<file path="config.mk">
export PLATFORM = sky130hd
export DESIGN_NAME = alu_op_sequencer
export DESIGN_NICKNAME = d
export VERILOG_FILES = /design/src/rtl/alu_pkg.sv /design/src/rtl/alu_op_sequencer.sv
export SDC_FILE = /design/constraint.sdc
export NUM_CORES = 1
export LEC_CHECK = 0
export CAP_MARGIN = 30
export CORE_MARGIN = 3
export CORE_UTILIZATION = 40
export CTS_CLUSTER_SIZE = 30
export DETAILED_ROUTE_END_ITERATION = 7
export GPL_ROUTABILITY_DRIVEN = 0
export PLACE_DENSITY = 0.73
export SYNTH_ARGS = -nofsm -noshare
export SYNTH_HDL_FRONTEND = slang
export SYNTH_SLANG_ARGS = --single-unit
</file>
<file path="constraint.sdc">
create_clock -name clk -period 1.93 [get_ports clk]
set_input_delay 0.193 -clock clk [delete_from_list [all_inputs] [get_ports clk]]
set_output_delay 0.193 -clock clk [all_outputs]
set_load 0.01 [all_outputs]
</file>
<file path="src/rtl/alu_pkg.sv">
// Shared definitions for the ALU operation sequencer.
//   - opcode encodings that also serve as the ALU result-mux select
//   - FSM state encoding
package alu_pkg;

    localparam logic [1:0] OP_LOAD = 2'b00;  // result = A
    localparam logic [1:0] OP_ADD  = 2'b01;  // result = A + B (wraps)
    localparam logic [1:0] OP_AND  = 2'b10;  // result = A & B
    localparam logic [1:0] OP_NOT  = 2'b11;  // result = ~A

    typedef enum logic [1:0] {
        ST_IDLE    = 2'b00,
        ST_SETTLE  = 2'b01,
        ST_CAPTURE = 2'b10
    } seq_state_t;

endpackage

</file>
<file path="src/rtl/alu_op_sequencer.sv">
// alu_op_sequencer
//   Accepts one command per valid/ready handshake, drives the ALU mux select and
//   operand A, holds them for SETTLE_CYCLES clocks while the external combinational
//   ALU settles, then captures the ALU result into the accumulator. The accumulator
//   is fed back as operand B so commands chain.
//
// Ports
//   clk          in   system clock, rising edge
//   rst_n        in   asynchronous active-low reset
//   cmd_valid    in   command present on cmd_op / cmd_operand
//   cmd_ready    out  sequencer can accept a command this cycle
//   cmd_op       in   opcode (see alu_pkg)
//   cmd_operand  in   operand, becomes ALU operand A
//   alu_control  out  ALU result-mux select
//   alu_a        out  ALU operand A
//   alu_b        out  ALU operand B (accumulator)
//   alu_result   in   ALU result, combinational from alu_control/alu_a/alu_b
//   acc          out  accumulator
//   done         out  one-cycle pulse, acc updated this cycle
//   zero         out  acc == 0, registered alongside acc
//
// state      | meaning
// -----------+----------------------------------------------------------
// ST_IDLE    | ready for a command; select and operand A held from last one
// ST_SETTLE  | select/operands held while the ALU path settles
// ST_CAPTURE | ALU result sampled into acc, done pulses the next cycle
module alu_op_sequencer
    import alu_pkg::*;
#(
    parameter int WIDTH         = 8,
    parameter int SETTLE_CYCLES = 2
) (
    input  logic             clk,
    input  logic             rst_n,
    input  logic             cmd_valid,
    output logic             cmd_ready,
    input  logic [1:0]       cmd_op,
    input  logic [WIDTH-1:0] cmd_operand,
    output logic [1:0]       alu_control,
    output logic [WIDTH-1:0] alu_a,
    output logic [WIDTH-1:0] alu_b,
    input  logic [WIDTH-1:0] alu_result,
    output logic [WIDTH-1:0] acc,
    output logic             done,
    output logic             zero
);

    localparam logic [3:0] SETTLE_LOAD = 4'(SETTLE_CYCLES);

    seq_state_t       state_q, state_d;
    logic [3:0]       cnt_q, cnt_d;
    logic             ready_q, ready_d;
    logic [1:0]       ctrl_q, ctrl_d;
    logic [WIDTH-1:0] a_q, a_d;
    logic [WIDTH-1:0] acc_q, acc_d;
    logic             zero_q, zero_d;
    logic             done_q, done_d;

    always_comb begin
        state_d = state_q;
        cnt_d   = cnt_q;
        ctrl_d  = ctrl_q;
        a_d     = a_q;
        acc_d   = acc_q;
        zero_d  = zero_q;
        done_d  = 1'b0;

        case (state_q)
            ST_IDLE: begin
                // ready_q is low for the first cycle after reset, so no accept then
                if (cmd_valid && ready_q) begin
                    ctrl_d  = cmd_op;
                    a_d     = cmd_operand;
                    cnt_d   = SETTLE_LOAD;
                    state_d = (SETTLE_LOAD == 4'd0) ? ST_CAPTURE : ST_SETTLE;
                end
            end
            ST_SETTLE: begin
                // a count of 0 can't occur here; treated like 1 so the FSM can't stick
                if (cnt_q <= 4'd1) begin
                    state_d = ST_CAPTURE;
                end else begin
                    cnt_d = cnt_q - 4'd1;
                end
            end
            ST_CAPTURE: begin
                acc_d   = alu_result;
                zero_d  = (alu_result == '0);
                done_d  = 1'b1;
                state_d = ST_IDLE;
            end
            default: begin
                state_d = ST_IDLE;
            end
        endcase

        // registered from the next state so cmd_ready depends on state only
        ready_d = (state_d == ST_IDLE);
    end

    always_ff @(posedge clk or negedge rst_n) begin
        if (!rst_n) begin
            state_q <= ST_IDLE;
            cnt_q   <= 4'd0;
            ready_q <= 1'b0;
            ctrl_q  <= OP_LOAD;
            a_q     <= '0;
            acc_q   <= '0;
            zero_q  <= 1'b1;
            done_q  <= 1'b0;
        end else begin
            state_q <= state_d;
            cnt_q   <= cnt_d;
            ready_q <= ready_d;
            ctrl_q  <= ctrl_d;
            a_q     <= a_d;
            acc_q   <= acc_d;
            zero_q  <= zero_d;
            done_q  <= done_d;
        end
    end

    assign cmd_ready   = ready_q;
    assign alu_control = ctrl_q;
    assign alu_a       = a_q;
    assign alu_b       = acc_q;
    assign acc         = acc_q;
    assign done        = done_q;
    assign zero        = zero_q;

endmodule

</file>
==> results.py, run 1 <==
metrics = {
    "outcome": {
        "status": "complete, no violations",
    },
    "timing": {
        "fin_crit_sh_pct": 82.0,
        "rsz0062_at_grt": "false",
        "drv_slew": 0,
        "hold_ws_ns": 0.241,
        "fin_skew_ns": 0.00616,
        "fmax_mhz": 632,
        "tns_ns": 0,
        "layout_min_cycle_time_ns": 1.58,
        "setup_violations": 0,
        "max-slew-margin-rel_pct": 59.7,
        "hold_viol_final": 0,
        "worst_pin_slew_ns": 0.605,
    },
    "power": {
        "p_leak_nw": 0.780,
        "powerDensity_nw_per_um2": 1580,
        "power_mw": 2.65,
        "ir_drop_v": 0.000642,
    },
    "critical_path": {
        "rr_endpoint": "cnt_q[3]",
        "r2r_slack_ns": 0.39,
        "path_cells": "clkdlybuf4s50_1",
        "max_stage_delay_ns": 0.55,
        "startpoint_type": "flip-flop",
        "path_max_fanout": 2,
        "cp-end-kind": "primary output",
        "reg2reg_depth": 6,
        "timing.rr.start": "cnt_q[0]",
        "cp_num_cells": 1,
        "cp_slowest_cell": "dfstp_2",
        "critPathTopFamily": "flip-flops",
        "cp.required_ns": 1.74,
        "worstPathBufferInverterCount": 1,
        "crit_type": "flip-flop to primary output",
        "cp.arrival_ns": 1.39,
    },
    "grt": {
        "track_usage_pct": 14.3,
        "grt_max_degree": 28,
        "grt_pass1_vias": 905,
        "antenna_found_initial": 0,
        "grt_overflow": 0,
        "grt_pass1_wl_um": 3920,
    },
    "job": {
        "cap_violations": 0,
    },
    "placed_design": {
        "dpl.cell_count": 176,
        "port_buffers": 49,
        "dp_hpwl_um": 1800,
    },
    "cts": {
        "cts_tree": "yes",
        "cts_made_buffers": 3,
        "post_cts_buffers": 0,
        "clockRootBuffer": "clkbuf_4",
        "cts_resized": 0,
        "holdBufCountCts": 0,
        "cts_max_path_buffers": 2,
        "clk_latency_ns": 0.31,
        "clock_sinks": 27,
        "clk_pin_slew_ns": 0.14,
        "cts_htree_levels": 1,
    },
    "logic_synthesis": {
        "avgSynthCellArea_um2": 11.2,
        "synth_top_flop_cell": "dfrtp_1",
        "ys_seq_area_share_pct": 56.9,
        "postSynthCellCount": 106,
        "synth_cell_types": 23,
        "yosysWarnings": 0,
        "synth_seq_cells": 27,
        "synth_area_um2": 1190,
        "synthArstFlopShare_pct": 100,
        "syn_nets": 129,
        "synth_edf_count": 0,
    },
    "detailed_routing": {
        "drcViolationCount": 0,
        "ant_nets": 0,
        "drtIter0Drc": 23,
        "drt-vias-per-instance": 4.85,
        "routed-via-count": 873,
        "drt-pass1-iter-count": 4,
        "wl_um": 2380,
        "wl_per_cell_um": 13.2,
    },
    "die": {
        "io_pins": 50,
        "std_cell_rows": 19,
        "die_area_um2": 3670,
        "die_w_um": 60.5,
        "core_area_um2": 2810,
        "die_h_um": 60.5,
        "start_util_pct": 42.4,
    },
    "finish": {
        "diodes": 0,
        "drive_gt1_share_pct": 10.7,
        "final_cells": 180,
        "utilization_pct": 59.6,
        "area_growth_pct": 40.6,
        "nets": 173,
    },
    "worst_hold_path": {
        "min_path_type": "input pin to asynchronous set/reset pin",
    },
}
==> registers in the layout (all words and copies together) (netlist names) <==
name	count
acc	8
zero	1
cmd_ready	1
state_q	2
alu_control	2
done	1
alu_a	8
cnt_q	4
==> per-stage QoR <==
stage	worst slack [ns]	instance area, µm²
4_1_cts	0.325	1670
3_5_place_dp	0.400	1650
3_3_place_gp	0.460	1650
6_report	0.347	1670
2_1_floorplan	0.569	1190
5_1_grt	0.241	1670
==> worst max path at each step <==
stage               startpoint       end  slack (ns)
finish                    zero      zero        0.35
CTS                       zero      zero        0.33
global route          cnt_q[0]  cnt_q[3]        0.24
global placement     cmd_valid  cnt_q[0]        0.46
floorplan             cnt_q[0]  cnt_q[3]        0.57
detailed placement    cnt_q[0]  cnt_q[3]        0.40
==> Yosys cell counts (2+ instances only) <==
cell     count  area share (%)
nand3_1      2            0.84
ha_1         2             2.1
mux2_4       7             8.8
nand2_1     34              11
nor2_1       4             1.3
dfrtp_1     26              55
o21ai_0      2            0.84
nor4_1       2             1.1
inv_1        3            0.95
buf_4       10             6.3
o21ai_1      2            0.84
==> cells in the final DEF (no fill, tap or decap) <==
cell	instances
clkbuf_1	1
and3_1	1
buf_4	1
clkbuf_4	3
nor2_1	4
dfrtp_1	26
inv_1	3
o31ai_4	1
mux2_4	7
nor4_1	2
dfstp_2	1
ha_1	2
nor2b_4	1
o21ai_0	2
xor2_1	1
nor4b_1	1
clkdlybuf4s50_1	49
mux2i_1	1
nand2b_1	1
o21ai_1	2
nand2_1	34
nand3_1	2
mux2_2	1
o211ai_1	1
nor4_2	1
==> cell families after synthesis <==
logic type / Yosys count / share of synthesized area (%)
AND/OR/NAND/NOR: 47 / 17.9
flip-flops: 27 / 56.9
buffers and inverters: 14 / 7.68
multiplexers: 9 / 10.6
AO/OA/AOI/OAI: 6 / 4.10
adder cells (fa/ha/maj): 2 / 2.10
XOR/XNOR: 1 / 0.736
==> power by group <==
part,internal [mW],switching (mW)
sequential,0.827,0.194
combinational,0.816,0.578
clock,0.0806,0.151
total,1.72,0.924
==> cell type report <==
| class | instances | area (µm²) |
|---|---|---|
| well taps | 31 | 38.8 |
| multi-input cells | 65 | 422 |
| clock buffers | 4 | 26.3 |
| fillers | 243 | 1130 |
| repair buffers | 50 | 498 |
| flip-flops and latches | 27 | 677 |
| inverters | 3 | 11.3 |
==> per-layer routing <==
metal	GRT usage [%]	part of all wire (%)	routed length, µm
met1	17.6	44	1050
met2	24.8	46	1090
met5	0	0	0
met3	4.26	9.2	218
met4	3.72	0.88	21
Note: power is estimated with default switching activity, not from simulation.
==> run 2, diff against run 1 <==
Clock period 1.93 ns to 1.59 ns, I/O delays scaled along.
==> run 2 against run 1 <==
Clock skew decreased by 0.0041 ns. Core utilization increased by 1.8 points. Non-clock buffer count increased by 4. Largest power group unchanged. Critical path type is now flip-flop to flip-flop.
==> results.py, run 2 (synthesized netlist as in run 1, its figures left out) <==
metrics = {
    "finish": {
        "area_growth_pct": 44.9,
        "final_common_cell": "clkdlybuf4s50_1",
        "drive_gt1_share_pct": 15.0,
        "final_cells": 184,
        "diodes": 0,
        "nets": 177,
        "final_cell_mix": "clkdlybuf4s50_1, nand2_1, dfrtp_1",
        "fillerInstances": 236,
    },
    "critical_path": {
        "crit_type": "flip-flop to flip-flop",
        "startpoint_type": "flip-flop",
        "cp.arrival_ns": 1.75,
        "cp_slowest_cell": "dfrtp_1",
        "worstPathBufferInverterCount": 1,
        "path_cells": "inv_1 > ha_1 > nor2_4 > o31ai_4 > o21ai_1 > o21ai_0",
        "cp.required_ns": 1.85,
        "timing.rr.start": "cnt_q[1]",
        "critPathTopFamily": "compound AO/OA/AOI/OAI gates",
        "max_stage_delay_ns": 0.46,
        "startpoint": "cnt_q[1]",
        "cp-end-kind": "flip-flop",
        "path_max_fanout": 6,
    },
    "die": {
        "die_h_um": 60.5,
        "die_w_um": 60.5,
        "io_pins": 50,
        "start_util_pct": 42.4,
        "std_cell_rows": 19,
        "core_area_um2": 2810,
        "die_area_um2": 3670,
    },
    "timing": {
        "fin_skew_ns": 0.00203,
        "hold_viol_final": 0,
        "worst_slack_ns": 0.106,
        "layout_min_cycle_time_ns": 1.48,
        "tns_ns": 0,
        "worst_pin_slew_ns": 0.498,
        "setup_violations": 0,
        "fmax_mhz": 674,
        "max-slew-margin-rel_pct": 66.8,
        "drv_slew": 0,
        "rsz0062_at_grt": "false",
        "fin_crit_sh_pct": 93.3,
    },
    "cts": {
        "clk_latency_ns": 0.34,
        "cts_made_buffers": 3,
        "clk_pin_slew_ns": 0.14,
        "cts_tree": "yes",
        "cts_htree_levels": 1,
        "cts_max_path_buffers": 2,
        "clockRootBuffer": "clkbuf_4",
        "clock_sinks": 27,
    },
    "power": {
        "ir_drop_v": 0.000768,
        "p_leak_nw": 0.821,
        "powerDensity_nw_per_um2": 1950,
    },
    "detailed_routing": {
        "routed-via-count": 922,
        "drt-pass1-iter-count": 4,
        "drt-vias-per-instance": 5.01,
        "drtIter0Drc": 33,
        "wl_per_cell_um": 14.3,
        "drcViolationCount": 0,
        "ant_nets": 0,
        "wl_um": 2630,
    },
    "grt": {
        "track_usage_pct": 14.8,
        "grt_pass1_wl_um": 4080,
        "antenna_found_initial": 0,
        "grt_max_degree": 28,
        "grt_overflow": 0,
        "grt_pass1_vias": 884,
    },
    "placed_design": {
        "dpl.cell_count": 179,
        "dp_hpwl_um": 1890,
        "place_worst_setup_slack_ns": 0.0735,
        "port_buffers": 49,
    },
    "job": {
        "cap_violations": 0,
    },
    "outcome": {
        "status": "complete, no violations",
    },
    "worst_hold_path": {
        "min_path_type": "input pin to asynchronous set/reset pin",
    },
}
run 2: final timing paths:
kind	endpoint	slack [ns]	cells after the start
max in group asynchronous	zero	1.12	2
min in group clk	alu_a[6]	0.33	3
max	cnt_q[1]	0.11	6
min	acc[0]	0.17	2
min reg2reg	zero	0.47	2
max reg2reg	cnt_q[1]	0.11	6
run 2: report_power, final:
part           total [mW]  leakage, nW  switching, mW  internal [mW]
Combinational        1.81        0.474          0.756           1.05
Sequential           1.25        0.328          0.245           1.00
Clock               0.306       0.0177          0.212         0.0949
run 2: layout make-up:
cell class / count / area [µm²] / share of cell area, %
clock inverter: 1 / 5.00 / 0.290
timing repair buffer: 54 / 531 / 30.8
multi-input combinational: 65 / 438 / 25.4
tap: 31 / 38.8 / 2.25
clock buffer: 3 / 22.5 / 1.31
inverter: 3 / 11.3 / 0.653
sequential: 27 / 678 / 39.3
run 2: metrics by stage:
step                      utilization (%)  power (mW)  area, µm²  hold slack, ns
final                                61.5        3.36       1720           0.173
after global routing                 61.5        3.60       1720           0.175
after detailed placement             59.5        3.00       1670           0.453
after floorplan                         -        2.22       1190          -0.137
after global placement               59.5        2.93       1670           0.454
after CTS                            60.5        3.31       1700           0.175
run 2: timing repair:
item                                    in CTS  in global routing
endpoints found under the setup margin       0                  2
resized for setup                            0                  5
hold buffers                                 0                  0
setup buffers                                0                  1
run 2: worst register-to-register path: stages (launching register included):
cell and delay (ns):
dfrtp_1 0.46, inv_1 0.11, ha_1 0.22, nor2_4 0.06, o31ai_4 0.32, o21ai_1 0.14, o21ai_0 0.10
run 2: metal layers:
metal / GRT usage (%) / vias to the layer above / share of wire [%]
li1: - / 428 / -
met1: 19.6 / 424 / 43
met2: 24.5 / 63 / 44
met3: 3.19 / 7 / 11
met4: 4.64 / 0 / 1.9
met5: 0 / - / 0
==> run 3, diff against run 2 <==
Settings changed: CORE_MARGIN 3 to 8, RECOVER_POWER set to 100.
==> run 3 against run 2 <==
Sequential power about the same. Non-clock buffer count unchanged. Wire length increased by 4.0%. Flip-flop and latch count unchanged. Clock skew increased by 0.0086 ns. Global-route usage decreased by 3.2 points. Maximum frequency increased by 2.4%. Hold slack improved by 0.16 ns. Highest routed layer unchanged.
==> results.py, run 3 (synthesized netlist as in run 1, its figures left out) <==
metrics = {
    "outcome": {
        "status": "complete, no violations",
    },
    "cts": {
        "clockRootBuffer": "clkbuf_4",
        "cts_max_path_buffers": 2,
        "clk_latency_ns": 0.33,
        "clock_sinks": 27,
        "cts_htree_levels": 1,
        "cts_tree": "yes",
        "cts_made_buffers": 3,
        "clk_pin_slew_ns": 0.15,
        "post_cts_buffers": 0,
    },
    "placed_design": {
        "dp_hpwl_um": 2100,
        "port_buffers": 49,
        "place_worst_setup_slack_ns": 0.0866,
        "place_area_um2": 1680,
        "dpl.cell_count": 180,
    },
    "detailed_routing": {
        "drt-vias-per-instance": 4.99,
        "drt-pass1-iter-count": 5,
        "ant_nets": 0,
        "drtIter0Drc": 31,
        "drcViolationCount": 0,
        "wl_per_cell_um": 14.8,
        "wl_um": 2730,
        "routed-via-count": 919,
    },
    "timing": {
        "hold_viol_final": 0,
        "hold_ws_ns": 0.334,
        "max-slew-margin-rel_pct": 56.1,
        "worst_pin_slew_ns": 0.658,
        "setup_violations": 0,
        "worst_slack_ns": 0.140,
        "tns_ns": 0,
        "fin_skew_ns": 0.0107,
        "drv_slew": 0,
        "fmax_mhz": 690,
        "fin_crit_sh_pct": 91.2,
        "layout_min_cycle_time_ns": 1.45,
    },
    "critical_path": {
        "rr_endpoint": "cnt_q[3]",
        "r2r_slack_ns": 0.14,
        "startpoint_type": "flip-flop",
        "crit_type": "flip-flop to flip-flop",
        "cp-end-kind": "flip-flop",
        "critical_path.endpoint": "cnt_q[3]",
        "cp.arrival_ns": 1.72,
        "reg2reg_depth": 6,
        "timing.rr.start": "cnt_q[0]",
        "startpoint": "cnt_q[0]",
        "cp.required_ns": 1.86,
        "path_max_fanout": 6,
    },
    "finish": {
        "final_common_cell": "clkdlybuf4s50_1",
        "area_growth_pct": 42.0,
        "final_cell_mix": "clkdlybuf4s50_1, nand2_1, dfrtp_1",
        "nets": 177,
        "drive_gt1_share_pct": 11.8,
        "final_cells": 184,
        "design_area_um2": 1690,
        "utilization_pct": 60.7,
        "diodes": 0,
        "fillerInstances": 246,
    },
    "die": {
        "die_area_um2": 4980,
        "std_cell_rows": 19,
        "io_pins": 50,
        "die_h_um": 70.5,
        "core_area_um2": 2780,
        "start_util_pct": 42.8,
        "die_w_um": 70.5,
    },
    "power": {
        "power_mw": 3.26,
        "powerDensity_nw_per_um2": 1930,
        "ir_drop_v": 0.00139,
        "p_leak_nw": 0.796,
    },
    "grt": {
        "grt_pass1_vias": 1029,
        "grt_pass1_wl_um": 5000,
        "track_usage_pct": 11.7,
        "antenna_found_initial": 0,
        "grt_max_degree": 28,
        "grt_overflow": 0,
    },
    "worst_hold_path": {
        "min_path_type": "input pin to flip-flop",
    },
    "job": {
        "cap_violations": 0,
    },
}
-- run 3: final cells by class --
| type | count | area (µm²) | area share, % |
|---|---|---|---|
| Clock inverter | 1 | 5.00 | 0.296 |
| Tap cell | 31 | 38.8 | 2.30 |
| Multi-Input combinational cell | 65 | 413 | 24.4 |
| Clock buffer | 3 | 22.5 | 1.33 |
| Sequential cell | 27 | 678 | 40.1 |
| Inverter | 3 | 11.3 | 0.667 |
| Timing Repair Buffer | 54 | 520 | 30.8 |
-- run 3: repair_timing --
action,4_1_cts,5_1_grt
hold buffers,0,0
setup endpoints to repair,0,2
resized for setup,0,3
-- run 3: layer usage --
layer	routed length, µm	GRT usage (%)	up-vias	share of wire, %
li1	-	-	434	-
met1	1180	14.0	434	43
met2	1220	18.3	46	45
met3	304	5.30	5	11
met4	23	3.50	0	0.84
met5	0	0	-	0
-- run 3: worst max-delay path, cell delays in order, from the launching register on --
cell	delay, ns
dfrtp_2	0.43
inv_1	0.06
ha_1	0.23
nor2_2	0.17
o31ai_4	0.10
nor4_2	0.19
mux2i_1	0.21
-- run 3: how the worst min path moves through the flow --
stage / startpoint / end / slack [ns] / depth (start not counted)
2_1_floorplan: rst_n / acc[0] / -0.14 / 0
4_1_cts: rst_n / acc[5] / 0.20 / 2
3_3_place_gp: zero / zero / 0.45 / 2
3_5_place_dp: zero / zero / 0.46 / 2
6_report: cmd_op[1] / alu_control[1] / 0.33 / 3
5_1_grt: cmd_operand[3] / alu_a[3] / 0.34 / 3
-- run 3: power by group --
part | switching, mW | internal (mW) | leakage [nW] | total (mW)
registers | 0.236 | 1.01 | 0.328 | 1.24
logic | 0.736 | 0.984 | 0.450 | 1.72
clock network | 0.205 | 0.0943 | 0.0177 | 0.300
